## src/rtl/nand_gate_in_feeder.sv

```systemverilog
// rtl/nand_gate_in_feeder.sv - operand FIFO feeding the a/b inputs of the NAND gate
//
// Buffers {a,b} operand pairs in a DEPTH-entry circular FIFO between an
// upstream valid/ready producer and the NAND gate's valid/ready consumer.
//
// Ports:
//   clk        clock, all state changes on its rising edge
//   rst        synchronous active-low reset
//   flush      synchronous clear of all buffered pairs
//   in_valid   upstream offers in_a/in_b
//   in_ready   feeder accepts a pair this cycle
//   in_a/in_b  upstream operands
//   a/b        head operands to the gate (0 when empty)
//   out_valid  a/b carry a valid pair
//   out_ready  downstream consumes the head pair this cycle
//   count      occupancy, 0..DEPTH

module nand_gate_in_feeder #(
    parameter int WIDTH = 8,
    parameter int DEPTH = 4
) (
    input  logic                     clk,
    input  logic                     rst,
    input  logic                     flush,
    input  logic                     in_valid,
    output logic                     in_ready,
    input  logic [WIDTH-1:0]         in_a,
    input  logic [WIDTH-1:0]         in_b,
    output logic [WIDTH-1:0]         a,
    output logic [WIDTH-1:0]         b,
    output logic                     out_valid,
    input  logic                     out_ready,
    output logic [$clog2(DEPTH):0]   count
);

    localparam int AW = $clog2(DEPTH);
    localparam int CW = AW + 1;
    localparam logic [CW-1:0] FULL = CW'(DEPTH);

    logic [2*WIDTH-1:0] mem [DEPTH];
    logic [AW-1:0]      wr_ptr;
    logic [AW-1:0]      rd_ptr;
    logic [2*WIDTH-1:0] head;
    logic               push;
    logic               pop;

    // in_ready depends only on registered state and flush, so a full FIFO
    // never accepts in the same cycle it pops (no pass-through path).
    assign in_ready  = rst && !flush && (count < FULL);
    assign out_valid = (count != '0);
    assign push      = in_valid && in_ready;
    assign pop       = out_valid && out_ready && !flush;

    assign head = mem[rd_ptr];
    // Gate the head to zero when empty so stale or uninitialised storage
    // never reaches the NAND gate.
    assign a = out_valid ? head[2*WIDTH-1:WIDTH] : '0;
    assign b = out_valid ? head[WIDTH-1:0]       : '0;

    // Storage needs no reset; entries are only visible once counted.
    always_ff @(posedge clk) begin
        if (push) begin
            mem[wr_ptr] <= {in_a, in_b};
        end
    end

    always_ff @(posedge clk) begin
        if (!rst) begin
            wr_ptr <= '0;
            rd_ptr <= '0;
            count  <= '0;
        end else if (flush) begin
            wr_ptr <= '0;
            rd_ptr <= '0;
            count  <= '0;
        end else begin
            if (push) begin
                wr_ptr <= wr_ptr + AW'(1);
            end
            if (pop) begin
                rd_ptr <= rd_ptr + AW'(1);
            end
            case ({push, pop})
                2'b10:   count <= count + CW'(1);
                2'b01:   count <= count - CW'(1);
                default: count <= count;
            endcase
        end
    end

endmodule
```

## config.mk

```make
export PLATFORM = sky130hd
export DESIGN_NAME = nand_gate_in_feeder
export DESIGN_NICKNAME = d
export VERILOG_FILES = /design/src/rtl/nand_gate_in_feeder.sv
export SDC_FILE = /design/constraint.sdc
export NUM_CORES = 1
export LEC_CHECK = 0
export BUFFER_PORTS_ARGS = -buffer_cell sky130_fd_sc_hd__buf_2
export CAP_MARGIN = 20
export CORE_MARGIN = 2
export CORE_UTILIZATION = 45
export CTS_CLUSTER_SIZE = 20
export DETAILED_ROUTE_END_ITERATION = 7
export PLACE_DENSITY_LB_ADDON = 0.25
export SYNTH_ARGS = -nofsm -noshare
export SYNTH_HDL_FRONTEND = slang
export SYNTH_SLANG_ARGS = --single-unit
```

## constraint.sdc

```tcl
create_clock -name clk -period 2.6 [get_ports clk]
set_input_delay 0.52 -clock clk [delete_from_list [all_inputs] [get_ports clk]]
set_output_delay 0.52 -clock clk [all_outputs]
set_load 0.02 [all_outputs]
```

==> results.cfg <==
[worst_hold_path]
holdPathEnd = mem[1][9]
min_path_type = in -> reg
hold_depth = 1
min_from = in_a[1]

[global_routing]
grt_pass1_wl_mm = 8.27
grt_antenna_before_repair = 0
grt-ovfl-total = 0
grt_pass1_vias = 1619
grt_use_total_pct = 15.6
grt_max_degree = 20

[worst_setup_path]
critPathSlowestCell = dfxtp_1
r2r_setup_slack_ns = 0.46
r2r-end = count[2]
cp.depth = 4
cp.buffers_inverters = 2
path_class = reg -> out
arrival_ns = 1.87
crit_chain = buf_4 > mux4_2 > nor2b_4 > buf_2
path_delay_family = flip-flops
cp_max_fo = 11
end_kind = output port
cp-start-kind = flip-flop
max_stage_delay_ns = 0.65
worstRegToRegCells = 8
reg2reg_from = count[2]
cp_data_required_time_ns = 2.08

[logic_synthesis]
seq_area_frac_synth_pct = 70.3
yosysUniqueCellTypes = 26
synth-edff-count = 64
syn_nets = 182
synthArstFlopShare_pct = 0
avgSynthCellArea_um2 = 19.3
yosysWarningCount = 0
yosys_most_used_dff = edfxtp_1
synth-seq-cells = 73
synthesis.area_um2 = 2990
netlist_instances = 155

[sta]
slew_headroom_pct = 64.3
finalSetupViolations = 0
hold_violations = 0
worst_clock_skew_ns = 0.00735
slew_violations = 0
layout_worst_path_cycle_share_pct = 91.8
max_slew.worst_pin.slew_ns = 0.528
fin_tns_setup_ns = 0
rsz0062_at_grt = no
worst_hold_slack_ns = 0.401
fin_crit_ns = 2.39
fmax_ghz = 0.419
setup_slack_ns = 0.213

[routing]
firstDrtPassIters = 4
ant_nets = 0
drt_iter0_drc = 119
vias = 1504
routed_wl_mm = 5.21
wl_per_cell_um = 17.7
drc = 0
via_per_inst = 5.12

[place]
place_ws_ns = 0.316
hpwl_mm = 3.66
io_buffers = 41

[finish]
area_growth_pct = 17.1
layout-drive-gt1-share_pct = 44.2
nFillCells = 515
fin_nets = 239
antenna_cells = 0

[clock_network]
clkLatencyLatePin_ns = 0.33
clock_path_buffers = 2
cts_resized = 0
cts.sinks = 73
holdBufCountCts = 0
tritoncts = yes
cts_setup_buffers = 0
cts_buffers = 9
htree_levels = 3
clkTransAtPathRegs_ns = 0.07
root_buffer = clkbuf_8

[status]
outcome = complete, no violations

[floorplanning]
core-area_um2 = 6390
initial_core_util_pct = 46.8
io_pins = 42
die_h_um = 85.5
die-area_um2 = 7310
rows = 29
die_w_um = 85.5

[pwr]
leakagePower_uw = 0.00128
power.density_nw_per_um2 = 610
peakVddDrop_uv = 247

[flow_run]
cap_viol_max_count = 0
-- logic make-up (layout without fill, tap and decap cells) --
family | count (synthesis) | count (layout) | share of synthesized area, %
buffers and inverters | 14 | 76 | 2.93
AOI/OAI and AO/OA | 7 | 7 | 1.34
DFF | 73 | 73 | 70.3
xor gates and xnor gates | 4 | 4 | 1.17
muxes | 16 | 16 | 12.1
and+or+nand+nor | 35 | 35 | 9.42
adders and majority gates | 6 | 6 | 2.76
-- final cells by class --
type,count,area (um2),share of cell area (%)
flip-flops and latches,73,2100,60.1
multi-input cells,68,806,23.0
repair buffers,53,295,8.44
clock buffers,13,159,4.54
well taps,77,96.3,2.75
inverters,7,26.3,0.751
clock inverters,3,15.0,0.429
-- cells in the final DEF, fill, tap and decap left out --
master	n
inv_2	2
mux4_2	16
buf_4	12
nor4bb_1	1
buf_2	41
nor2_1	8
inv_1	5
nor2b_1	2
dfxtp_1	9
nand2_1	2
clkbuf_1	2
o21ai_0	2
nor3_4	1
clkinv_2	3
and2_1	4
nor2b_4	10
clkbuf_8	11
xor2_1	3
xnor2_1	1
edfxtp_1	64
a21oi_1	3
o31ai_1	2
or3_1	2
nand2b_1	1
and2b_1	4
fa_1	1
ha_1	5
-- stage by stage --
stage,instance area (um2),instances,utilization [%],total power [uW]
floorplan,2990,155,-,1360
global placement,3330,278,52.1,1390
detailed placement,3330,278,52.1,1400
CTS,3500,294,54.8,2160
global route,3500,294,54.8,2220
finish,3500,294,54.8,2130
-- worst max-delay path by stage --
stage                       to      start  slack (ns)
floorplan             count[2]        rst        0.54
global placement    mem[3][12]      flush        0.51
detailed placement    count[2]      flush        0.32
CTS                       b[3]  flip-flop        0.18
global route              a[6]  flip-flop        0.12
finish                    a[4]  flip-flop        0.21
-- registers in the layout (all words and copies together), names as in the netlist, named ones only --
name	count
mem	64
count	3
wr_ptr	2
rd_ptr	2
-- synthesized netlist by cell type, types with 3 or more instances --
cell type,number,share of area (%)
a21oi_1,3,0.50
and2_1,4,0.84
and2b_1,4,1.0
buf_2,3,0.50
dfxtp_1,9,6.0
edfxtp_1,64,64
ha_1,5,2.1
inv_1,5,0.63
mux4_2,16,12
nor2_1,8,1.0
nor2b_4,10,4.6
xor2_1,3,0.88
-- power breakdown --
group          internal (uW)  total (uW)  switching (uW)  leakage [uW]
logic                   39.2        87.9            48.8      0.000537
registers               1280        1290            3.81      0.000651
clock network            394         759             365     0.0000932
total                   1720        2130             418       0.00128
-- layer usage --
| metal | wire, um | global-route usage (%) |
|---|---|---|
| met3 | 244 | 4.43 |
| met1 | 2160 | 17.9 |
| met2 | 2740 | 26.5 |
| met5 | 0 | 0 |
| met4 | 63 | 8.23 |
(Power assumes the default switching activity.)
